## src/rtl/mem_access_ctrl.sv

```systemverilog
// Memory-stage load/store sequencer: alignment check, dbus request/response handshake,
// pipeline stall generation and lane-aligned, sign/zero-extended load data.
module mem_access_ctrl #(
  parameter bit POSTED_STORES = 1'b0
) (
  input  logic        clk,
  input  logic        reset,
  input  logic        req_valid,
  input  logic        req_write,
  input  logic [31:0] req_addr,
  input  logic [1:0]  req_size,
  input  logic        req_unsigned,
  input  logic [31:0] req_wdata,
  input  logic        flush,
  output logic        stall,
  output logic        resp_valid,
  output logic [31:0] resp_rdata,
  output logic        exc_adel,
  output logic        exc_ades,
  output logic [31:0] exc_badvaddr,
  output logic        dreq_valid,
  output logic [31:0] dreq_addr,
  output logic [1:0]  dreq_size,
  output logic [3:0]  dreq_strobe,
  output logic [31:0] dreq_data,
  input  logic        dresp_addr_ok,
  input  logic        dresp_data_ok,
  input  logic [31:0] dresp_data
);

  // Handshake: dreq_valid rises on entry to REQ and every dreq_* field stays stable until the
  // cycle dresp_addr_ok is high (a flush never withdraws it); dresp_data_ok then completes the
  // oldest outstanding access, which is a posted store whenever one is pending.

  typedef enum logic [1:0] {S_IDLE, S_REQ, S_WAIT, S_DONE} state_e;

  state_e      state_q;
  logic [31:0] addr_q;
  logic [31:0] wdata_q;
  logic [31:0] resp_rdata_q;
  logic [1:0]  size_q;
  logic [3:0]  strobe_q;
  logic        uns_q;
  logic        write_q;
  logic        dreq_valid_q;
  logic        resp_valid_q;
  logic        discard_q;
  logic        store_pend_q;

  logic        misaligned;
  logic        in_idle;
  logic        pend_block;
  logic        req_live;
  logic        accept;
  logic        kill;
  logic        data_ok_own;
  logic [3:0]  strobe_d;
  logic [31:0] wdata_d;
  logic [31:0] rdata_d;
  logic [7:0]  lane_byte;
  logic [15:0] lane_half;

  always_comb begin
    case (req_size)
      2'd0:    misaligned = 1'b0;
      2'd1:    misaligned = req_addr[0];
      2'd2:    misaligned = |req_addr[1:0];
      default: misaligned = 1'b1;
    endcase
  end

  assign in_idle     = (state_q == S_IDLE);
  assign pend_block  = POSTED_STORES && store_pend_q;
  assign req_live    = in_idle && req_valid && !flush;
  assign accept      = req_live && !misaligned && !pend_block;
  assign kill        = discard_q || flush;
  // A pending posted store owns the first data_ok that comes back.
  assign data_ok_own = dresp_data_ok && !store_pend_q;

  assign stall        = (state_q == S_REQ) || (state_q == S_WAIT) ||
                        (req_live && (pend_block || !misaligned));
  assign exc_adel     = req_live && misaligned && !pend_block && !req_write;
  assign exc_ades     = req_live && misaligned && !pend_block && req_write;
  assign exc_badvaddr = req_addr;

  assign resp_valid  = resp_valid_q && !flush;
  assign resp_rdata  = resp_rdata_q;
  assign dreq_valid  = dreq_valid_q;
  assign dreq_addr   = addr_q;
  assign dreq_size   = size_q;
  assign dreq_strobe = strobe_q;
  assign dreq_data   = wdata_q;

  always_comb begin
    strobe_d = 4'b1111;
    wdata_d  = req_wdata;
    case (req_size)
      2'd0: begin
        strobe_d = 4'b0001 << req_addr[1:0];
        wdata_d  = {4{req_wdata[7:0]}};
      end
      2'd1: begin
        strobe_d = 4'b0011 << req_addr[1:0];
        wdata_d  = {2{req_wdata[15:0]}};
      end
      default: strobe_d = 4'b1111;
    endcase
    if (!req_write) strobe_d = 4'b0000;
  end

  assign lane_byte = dresp_data[{addr_q[1:0], 3'b000} +: 8];
  assign lane_half = dresp_data[{addr_q[1], 4'b0000} +: 16];

  always_comb begin
    case (size_q)
      2'd0:    rdata_d = {{24{!uns_q && lane_byte[7]}}, lane_byte};
      2'd1:    rdata_d = {{16{!uns_q && lane_half[15]}}, lane_half};
      default: rdata_d = dresp_data;
    endcase
  end

  always_ff @(posedge clk) begin
    if (reset) begin
      state_q      <= S_IDLE;
      addr_q       <= '0;
      wdata_q      <= '0;
      resp_rdata_q <= '0;
      size_q       <= '0;
      strobe_q     <= '0;
      uns_q        <= 1'b0;
      write_q      <= 1'b0;
      dreq_valid_q <= 1'b0;
      resp_valid_q <= 1'b0;
      discard_q    <= 1'b0;
      store_pend_q <= 1'b0;
    end else begin
      resp_valid_q <= 1'b0;
      if (store_pend_q && dresp_data_ok) store_pend_q <= 1'b0;

      unique case (state_q)
        S_IDLE: begin
          if (accept) begin
            addr_q       <= req_addr;
            size_q       <= req_size;
            uns_q        <= req_unsigned;
            write_q      <= req_write;
            strobe_q     <= strobe_d;
            wdata_q      <= wdata_d;
            discard_q    <= 1'b0;
            dreq_valid_q <= 1'b1;
            state_q      <= S_REQ;
          end
        end

        S_REQ: begin
          if (flush) discard_q <= 1'b1;
          if (dresp_addr_ok) begin
            dreq_valid_q <= 1'b0;
            if (data_ok_own) begin
              if (!write_q && !kill) resp_rdata_q <= rdata_d;
              resp_valid_q <= !kill;
              discard_q    <= 1'b0;
              state_q      <= kill ? S_IDLE : S_DONE;
            end else if (POSTED_STORES && write_q && !kill) begin
              // Store retires now; its data_ok is collected later via store_pend.
              store_pend_q <= 1'b1;
              resp_valid_q <= 1'b1;
              state_q      <= S_DONE;
            end else begin
              state_q <= S_WAIT;
            end
          end
        end

        S_WAIT: begin
          if (flush) discard_q <= 1'b1;
          if (data_ok_own) begin
            if (!write_q && !kill) resp_rdata_q <= rdata_d;
            resp_valid_q <= !kill;
            discard_q    <= 1'b0;
            state_q      <= kill ? S_IDLE : S_DONE;
          end
        end

        S_DONE: state_q <= S_IDLE;

        default: state_q <= S_IDLE;
      endcase
    end
  end

endmodule

```

## config.mk

```make
export PLATFORM = sky130hd
export DESIGN_NAME = mem_access_ctrl
export DESIGN_NICKNAME = d
export VERILOG_FILES = /design/src/rtl/mem_access_ctrl.sv
export SDC_FILE = /design/constraint.sdc
export NUM_CORES = 1
export LEC_CHECK = 0
export ABC_CLOCK_PERIOD_IN_PS = 1970
export CAP_MARGIN = 30
export CORE_ASPECT_RATIO = 1.25
export CORE_MARGIN = 1
export CORE_UTILIZATION = 38
export CTS_CLUSTER_SIZE = 24
export DETAILED_ROUTE_END_ITERATION = 8
export PLACE_DENSITY = 0.78
export SETUP_SLACK_MARGIN = 0.5
export SYNTH_ARGS = -nofsm -noshare
export SYNTH_HDL_FRONTEND = slang
export SYNTH_SLANG_ARGS = --single-unit
```

## constraint.sdc

```tcl
create_clock -name clk -period 1.97 [get_ports clk]
set_clock_uncertainty 0.1 [all_clocks]
set_input_delay 0.197 -clock clk [delete_from_list [all_inputs] [get_ports clk]]
set_output_delay 0.197 -clock clk [all_outputs]
set_load 0.01 [all_outputs]
```

==> impl_metrics.env, run 1 <==
export IMPL_clk_pin_slew_worst_paths_ns=0.07
export IMPL_grt_overflow=0
export IMPL_synth_top_cell_by_area="dfxtp_1"
export IMPL_crit_path_start="state_q[1]"
export IMPL_grt_setup_unrepaired="true"
export IMPL_synth_cell_types=44
export IMPL_syn_to_final_growth_pct=74.6
export IMPL_fmax_ghz=0.551
export IMPL_critPathMaxFanout=16
export IMPL_clock_latency_ns=0.35
export IMPL_routed_wl_microns=18800
export IMPL_synth_edff_count=0
export IMPL_startpoint_type="flop"
export IMPL_dpl_cell_area_sq_mm=0.00778
export IMPL_ant_nets=0
export IMPL_nets=1024
export IMPL_synth_seq_area_share_pct=41.5
export IMPL_cpPeakStageDelay_ns=0.40
export IMPL_required_ns=2.11
export IMPL_cts_path_max_buffers=2
export IMPL_drtIter0Drc=279
export IMPL_antenna_found_initial=0
export IMPL_drive_gt1_share_pct=23.6
export IMPL_irDropWorstVdd_mv=0.389
export IMPL_drc=0
export IMPL_slew_headroom_pct=46.2
export IMPL_utilization_pct=68.5
export IMPL_cts_root_buffer="clkbuf_16"
export IMPL_grt_pass1_wl_microns=28600
export IMPL_cts_tree="yes"
export IMPL_hold_viol_final=0
export IMPL_num_vias=5665
export IMPL_async_reset_ff_share_pct=0
export IMPL_numCtsBuffers=9
export IMPL_stdcell_count=1089
export IMPL_core_sq_mm=0.0134
export IMPL_wire_per_inst_microns=17.3
export IMPL_first_global_vias=5520
export IMPL_gr_usage_all_layers_pct=25.8
export IMPL_final_cell_area_sq_mm=0.00919
export IMPL_r2r_slack_ns=0.15
export IMPL_gp_congestion=0.909
export IMPL_cts_htree_levels=3
export IMPL_avgSynthCellArea_sq_um=7.92
export IMPL_cp_arrival_ns=1.96
export IMPL_hpwl_microns=12000
export IMPL_p_per_area_mw_per_mm2=604
export IMPL_syn_nets=776
export IMPL_finalSetupViolations=0
export IMPL_diodes=0
export IMPL_die_height_microns=134
export IMPL_io_pins=245
export IMPL_num_rows=47
export IMPL_total_leakage_power_nw=3.92
export IMPL_ys_warn_count=0
export IMPL_critPathTopFamily="simple AND/OR/NAND/NOR gates"
export IMPL_crit_chain="inv_4 -> ha_4 -> mux2i_1 -> and4bb_4 -> nor3b_4 -> buf_12 -> a21oi_1"
export IMPL_cp_slowest_cell="and4bb_4"
export IMPL_reg2reg_from="state_q[1]"
export IMPL_dp_cells=1028
export IMPL_syn_inst=665
export IMPL_firstDrtPassIters=4
export IMPL_grt_max_degree=57
export IMPL_hold_start="reset"
export IMPL_hold_class="primary input to flop"
export IMPL_tightest_slew_ns=0.806
export IMPL_cts_sinks=109
export IMPL_critical_path_buf_inv_count=2
export IMPL_initial_core_util_pct=39.3
export IMPL_synthesis_area_sq_mm=0.00526
export IMPL_worstSetupPathType="flop to flop"
export IMPL_drv_slew=0
export IMPL_cap_violations=0
export IMPL_viasPerCell=5.20
export IMPL_ys_flop_type="dfxtp_1"
export IMPL_status="completed"
export IMPL_post_route_period_util_pct=92.2
export IMPL_synth_area_leaders="dfxtp_1, nand2_1, a21oi_1, mux2i_1, buf_4"
export IMPL_portBuffers=244
export IMPL_die_w_microns=107
export IMPL_cp_end_kind="flop"
export IMPL_holdWs_ns=0.267
export IMPL_dieArea_sq_mm=0.0143
export IMPL_fin_crit_ns=1.82
export IMPL_synth_seq_cells=109
export IMPL_synth_top_area_share_pct=41.5
## state kept, by name (all words and copies together), names as in the netlist
signal,count
dreq_data,32
dreq_strobe,4
state_q,2
resp_rdata,32
dreq_addr,32
resp_valid_q,1
write_q,1
dreq_valid,1
dreq_size,2
uns_q,1
discard_q,1
## cell families after synthesis
kind of cell,synth area share [%]
AO/OA/AOI/OAI,20.8
buffers and inverters,9.91
multiplexers,6.66
adder cells (fa/ha/maj),1.19
AND/OR/NAND/NOR,20.0
flip-flops,41.5
## placed cells by master, fill, tap and decap left out, types with 6 or more instances in the layout
| master | instances |
|---|---|
| dfxtp_1 | 103 |
| nand2_2 | 8 |
| dlygate4sd2_1 | 137 |
| nand2_1 | 130 |
| a31oi_1 | 7 |
| buf_6 | 11 |
| a21oi_1 | 48 |
| clkdlybuf4s50_1 | 99 |
| nor2_1 | 23 |
| a31o_2 | 7 |
| a21oi_2 | 38 |
| buf_4 | 33 |
| o21ai_0 | 41 |
| nand3b_1 | 6 |
| nand2_4 | 16 |
| mux2i_1 | 34 |
| nand3_1 | 13 |
| nor2b_1 | 9 |
| a211oi_2 | 8 |
| clkbuf_16 | 9 |
| a311oi_2 | 6 |
| buf_12 | 15 |
| buf_16 | 13 |
| o2bb2ai_1 | 7 |
| and2_1 | 7 |
## where the power goes
group / total, mW / switching, mW / internal [mW] / leakage, nW
clock: 1.89 / 0.886 / 1.01 / 0.151
combinational: 1.32 / 0.622 / 0.701 / 2.88
sequential: 2.34 / 0.0518 / 2.28 / 0.887
total: 5.55 / 1.56 / 3.99 / 3.92
## tightest hold or removal path, cell delays in order
cell,delay [ns]
buf_2,0.12
inv_1,0.04
buf_4,0.20
o21ai_2,0.07
a31oi_1,0.04
## cells in the mapped netlist (5+ instances only)
library cell / count
nand2b_1: 5
a211oi_1: 8
o2bb2ai_1: 7
inv_1: 9
dfxtp_1: 109
nand3b_1: 6
nand3_1: 14
a311oi_1: 8
nor2_1: 28
buf_2: 18
o211ai_1: 5
buf_4: 36
o21ai_0: 42
nor2b_1: 13
clkbuf_1: 28
ha_1: 5
a31oi_1: 8
mux2i_1: 35
nand2_1: 154
and2_1: 7
a31o_2: 7
a21oi_1: 84
## per-stage QoR
step                      power (mW)  setup TNS, ns  setup slack [ns]
after floorplan                 2.87              0             0.222
after global placement          3.44          -6.53            -0.208
after detailed placement        3.45          -9.64            -0.235
after CTS                       5.50              0             0.166
after global routing            5.77              0            0.0947
final                           5.55              0             0.154
## final cells by class
type                       instances  area (sq um)
fill                            1083          4220
multi-input combinational        463          3060
sequential                       109          2200
timing repair buffer             321          3360
clock buffer                       9           225
clock inverter                     7          82.6
inverter                           9          38.8
tap                              171           214
## routing by layer
layer,GRT usage (%),vias to the layer above,routed length (microns)
li1,-,2754,-
met1,28.6,2617,7160
met2,44.3,238,9510
met3,4.84,56,1150
met4,17.2,0,968
met5,0,-,0
## what timing repair did
action,CTS,global route
pin swaps,48,23
hold endpoints to repair,1,0
setup buffers,23,6
cloned,14,1
resized for setup,268,54
hold buffers,1,0
endpoints found under the setup margin,247,114
## path summary, 6_finish.rpt
path / to / depth (start not counted)
min reg2reg: dreq_strobe[1] / 2
max: resp_rdata[17] / 7
min: resp_rdata[2] / 5
max reg2reg: resp_rdata[17] / 7
Power figures use the tool's default switching activity.
==> run 2, diff against run 1 <==
Settings changed: GPL_ROUTABILITY_DRIVEN set to 0.
==> results of run 2 <==
No change in the layout: final DEF, timing and power equal those of run 1.
==> run 3, diff against run 2 <==
Settings changed: SETUP_SLACK_MARGIN 0.5 to 0.3.
==> run 3 against run 2 <==
  * Total power shrank 4.5%
  * Sequential power barely moved
  * Worst hold slack worse by 0.13 ns
  * Register-to-register slack better by 0.04 ns
  * Critical path depth is the same
  * Largest cell class unchanged
==> impl_metrics.env, run 3 (synthesized netlist as in run 1, its figures left out) <==
export IMPL_startpoint_type="flop"
export IMPL_dieArea_sq_mm=0.0143
export IMPL_critPathTopFamily="simple AND/OR/NAND/NOR gates"
export IMPL_die_w_microns=107
export IMPL_slew_headroom_pct=64.8
export IMPL_hold_class="primary input to flop"
export IMPL_final_cell_area_sq_mm=0.00827
export IMPL_cp_end_kind="flop"
export IMPL_cp_arrival_ns=1.91
export IMPL_dpl_cell_area_sq_mm=0.00773
export IMPL_ant_nets=0
export IMPL_portBuffers=244
export IMPL_initial_core_util_pct=39.3
export IMPL_finalSetupViolations=0
export IMPL_gr_usage_all_layers_pct=22.7
export IMPL_cts_root_buffer="clkbuf_16"
export IMPL_total_leakage_power_nw=2.94
export IMPL_pre_cts_ws_ns=-0.175
export IMPL_fill_cells=1231
export IMPL_num_rows=47
export IMPL_drv_slew=0
export IMPL_final_common_cell="clkdlybuf4s50_1"
export IMPL_p_per_area_mw_per_mm2=641
export IMPL_fmax_ghz=0.562
export IMPL_final_cell_mix="clkdlybuf4s50_1, nand2_1, dfxtp_1"
export IMPL_num_vias=5439
export IMPL_dp_cells=1029
export IMPL_stdcell_count=1056
export IMPL_critPathMaxFanout=16
export IMPL_holdWs_ns=0.140
export IMPL_crit_chain="inv_4 -> ha_4 -> mux2i_1 -> and4bb_4 -> nor3b_4 -> buf_12 -> a21oi_1"
export IMPL_irDropWorstVdd_mv=0.575
export IMPL_hold_buffers=0
export IMPL_cts_sinks=109
export IMPL_cts_path_max_buffers=2
export IMPL_worst_slack_ns=0.189
export IMPL_antenna_found_initial=0
export IMPL_grt_max_degree=57
export IMPL_diodes=0
export IMPL_first_global_vias=5103
export IMPL_regArea_sq_mm=0.00220
export IMPL_worstSetupPathType="flop to flop"
export IMPL_power_mw=5.30
export IMPL_syn_to_final_growth_pct=57.0
export IMPL_tightest_slew_ns=0.521
export IMPL_clk_pin_slew_worst_paths_ns=0.08
export IMPL_required_ns=2.10
export IMPL_drtIter0Drc=310
export IMPL_cpPeakStageDelay_ns=0.39
export IMPL_critical_path_buf_inv_count=2
export IMPL_die_height_microns=134
export IMPL_core_sq_mm=0.0134
export IMPL_drive_gt1_share_pct=11.2
export IMPL_multi_input_area_sq_mm=0.00263
export IMPL_nets=991
export IMPL_io_pins=245
export IMPL_setup_tns_ns=0
export IMPL_grt_overflow=0
export IMPL_numCtsBuffers=9
export IMPL_hold_viol_final=0
export IMPL_drc=0
export IMPL_routed_wl_microns=16700
export IMPL_post_route_period_util_pct=90.4
export IMPL_cp_slowest_cell="dfxtp_4"
export IMPL_grt_pass1_wl_microns=25800
export IMPL_viasPerCell=5.15
export IMPL_wire_per_inst_microns=15.9
export IMPL_clock_latency_ns=0.35
export IMPL_grt_setup_unrepaired="true"
export IMPL_fin_crit_ns=1.78
export IMPL_firstDrtPassIters=4
export IMPL_cap_violations=0
export IMPL_cts_htree_levels=3
export IMPL_cts_tree="yes"
export IMPL_utilization_pct=61.7
export IMPL_status="completed"
export IMPL_hpwl_microns=11800
[run 3: cell count changes in the layout (fill, tap and decap cells not counted), sizes merged]
cell / delta
dlygate4sd3: -1
clkdlybuf4s50: +135
clkdlybuf4s15: +1
clkbuf: +1
clkinv: -1
clkinvlp: +1
dlygate4sd2: -131
buf: -37
dlymetal6s2s: -1
[run 3: per-layer routing]
layer  global-route usage (%)  vias up  part of all wire (%)
met4                     9.21        0                   3.1
met5                        0        -                     0
met2                     39.3      217                    50
met3                     5.33       32                   7.4
met1                     26.8     2508                    40
li1                         -     2682                     -
[run 3: cell type report]
type | count | area share [%]
Inverter | 9 | 0.439
Sequential cell | 109 | 26.6
Tap cell | 171 | 2.59
Clock inverter | 7 | 0.893
Multi-Input combinational cell | 463 | 31.8
Clock buffer | 9 | 2.72
Timing Repair Buffer | 288 | 34.9
[run 3: worst min-delay path, stage by stage]
cell and delay (ns):
buf_2 0.14, nor2b_1 0.08, nand3_1 0.08, a21oi_1 0.04
[run 3: final timing paths]
kind | endpoint | start | cells after the start | slack, ns
setup / recovery | resp_rdata[24] | state_q[1] | 7 | 0.19
hold / removal | resp_valid_q | reset | 4 | 0.14
hold reg to reg | dreq_addr[5] | dreq_addr[5] | 2 | 0.35
setup reg to reg | resp_rdata[24] | state_q[1] | 7 | 0.19
[run 3: repair_timing]
| action | in CTS | in global routing |
|---|---|---|
| setup buffers | 6 | 3 |
| cloned | 2 | 0 |
| pin swaps | 3 | 6 |
| endpoints found under the hold margin | 0 | 0 |
| endpoints found under the setup margin | 116 | 112 |
| gates resized for setup | 37 | 16 |
[run 3: report_power, final]
part	switching, mW	internal, mW
clock	0.860	0.995
sequential	0.0518	2.28
combinational	0.501	0.610
total	1.41	3.89
==> edit, RTL diff (config.mk and constraints of run 3) <==
The parameter `POSTED_STORES` goes from 1'b0 to 1'b1.
--- a/src/rtl/mem_access_ctrl.sv
+++ b/src/rtl/mem_access_ctrl.sv
@@ -3,3 +3,3 @@
 module mem_access_ctrl #(
-  parameter bit POSTED_STORES = 1'b0
+  parameter bit POSTED_STORES = 1'b1
 ) (
Behaviour: not the same (Yosys sat finds a counterexample within 4 cycles, from zero or initial values and one cycle with reset high).
==> edit against run 3 <==
- sequential cell count grew 1
- sequential share of layout area decreased by 4.1 points
- routed wire length increased by 23%
- area after synthesis increased by 2.9%
- critical path depth grew 1
- setup slack got worse by 100 ps
- cell area up 19%
- core utilization rose by 9.2 points
Power is not compared: it rests on default switching activity, and its combinational part moved more than twofold at a synthesized area within 25%.
==> edit: results (changes against run 3) <==
stage,metric,value,unit,change
min_path,WHS Endpoint,dreq_addr[0],,was resp_valid_q
finish,nets,1048,,was 991
placement,DP Worst Slack,-142,ps,was -175 ps
finish,layout cells sized above 1,27.8,%,was 11.2%
grt,met1 usage,26.8,%,about the same
worst_setup_path,crit-path max FO,19,,was 16
min_path,hold path depth,2,,was 4
timing,Final Cycle Share,95.6,%,was 90.4%
worst_setup_path,critical path capture point,resp_rdata[24],,unchanged
synthesis,Mean Syn Cell Area,8.09,µm²,was 7.92 µm²
drt,routed vias,5929,,was 5439
placement,DP HPWL,12.3,mm,was 11.8 mm
clock_tree,clock-pin slew on the worst setup and hold paths,70,ps,
worst_setup_path,largest delay contributor family on the critical path,flip-flops,,was simple AND/OR/NAND/NOR gates
worst_setup_path,cell depth of the worst flop-to-flop path,8,,was 7
grt,met3 global-route usage,6.20,%,was 5.33%
grt,number of global-route vias before repair,5649,,was 5103
drt,routed metal-1 wirelength,7.59,mm,was 6.67 mm
placement,Port Buffers,244,,unchanged
synthesis,Netlist cell types,45,,was 44
grt,global-route wire length before repair,28.5,mm,was 25.8 mm
drt,violation count after the first detailed-route iteration,334,,was 310
drt,met2 wire length,11.0,mm,was 8.33 mm
timing,Max-slew headroom,62.9,%,was 64.8%
synthesis,Post-Syn Nets,780,,was 776
job,max cap viols,0,,unchanged
synthesis,sequential share of the synthesized area,40.7,%,was 41.5%
grt,maximum number of pins on one net before global-route repair,46,,was 57
finish,diode count,0,,unchanged
grt,initial antenna violation count,0,,unchanged
placement,area of placed instances,0.00803,mm²,was 0.00773 mm²
grt,met2 Use GR,45.9,%,was 39.3%
drt,final WL,20.6,mm,was 16.7 mm
worst_setup_path,Reg2Reg Setup Slack,90,ps,was 190 ps
synthesis,Synth area leaders,"dfxtp_1, nand2_1, a21oi_1",,unchanged
synthesis,most frequent cells after synthesis,"nand2_1, dfxtp_1, a21oi_1",,unchanged
synthesis,"Primary FF master, synth",dfxtp_1,,unchanged
worst_setup_path,CP max stage delay,370,ps,was 390 ps
clock_tree,clk_lat worst skew,340,ps,
status,status,"complete, no violations",,unchanged
timing,worst hold slack,231,ps,was 140 ps
grt,All-Layer GR Usage,24.7,%,was 22.7%
worst_setup_path,Critical Path AT,2030,ps,was 1910 ps
drt,number of iterations in the first detailed-routing pass,5,,was 4
min_path,min-delay src,reset,,unchanged
drt,via density per instance,5.31,,was 5.15
drt,WL met3,1.40,mm,was 1.24 mm
worst_setup_path,crit path from,state_q[1],,unchanged
-- edit: cell type report --
type | instances | area, µm²
inverter | 7 | 36.3
tap | 175 | 219
sequential | 110 | 2220
timing repair buffer | 340 | 3690
clock inverter | 5 | 42.5
clock buffer | 11 | 243
fill | 1005 | 4050
multi-input combinational | 469 | 3380
-- edit: power groups by stage --
| stage | registers, mW | logic, mW | clock network, mW |
|---|---|---|---|
| after global routing | 2.48 | 2.41 | 1.90 |
| after detailed placement | 2.51 | 1.61 | 0 |
| after floorplan | 2.55 | 0.766 | 0 |
| final | 2.46 | 2.28 | 1.78 |
| after global placement | 2.50 | 1.59 | 0 |
| after CTS | 2.45 | 1.90 | 1.81 |
-- edit: kinds of logic after synthesis --
group           share of synthesized area (%)
simple gates                             20.5
fa+ha+maj                                1.16
compound gates                           19.9
mux                                      7.53
buf+inv                                  10.2
flops                                    40.7
-- edit: timing repair --
action	in CTS	in global routing
gates resized for setup	77	137
pin swaps	22	69
buffers inserted	25	13
cloned	8	6
setup endpoints to repair	113	112
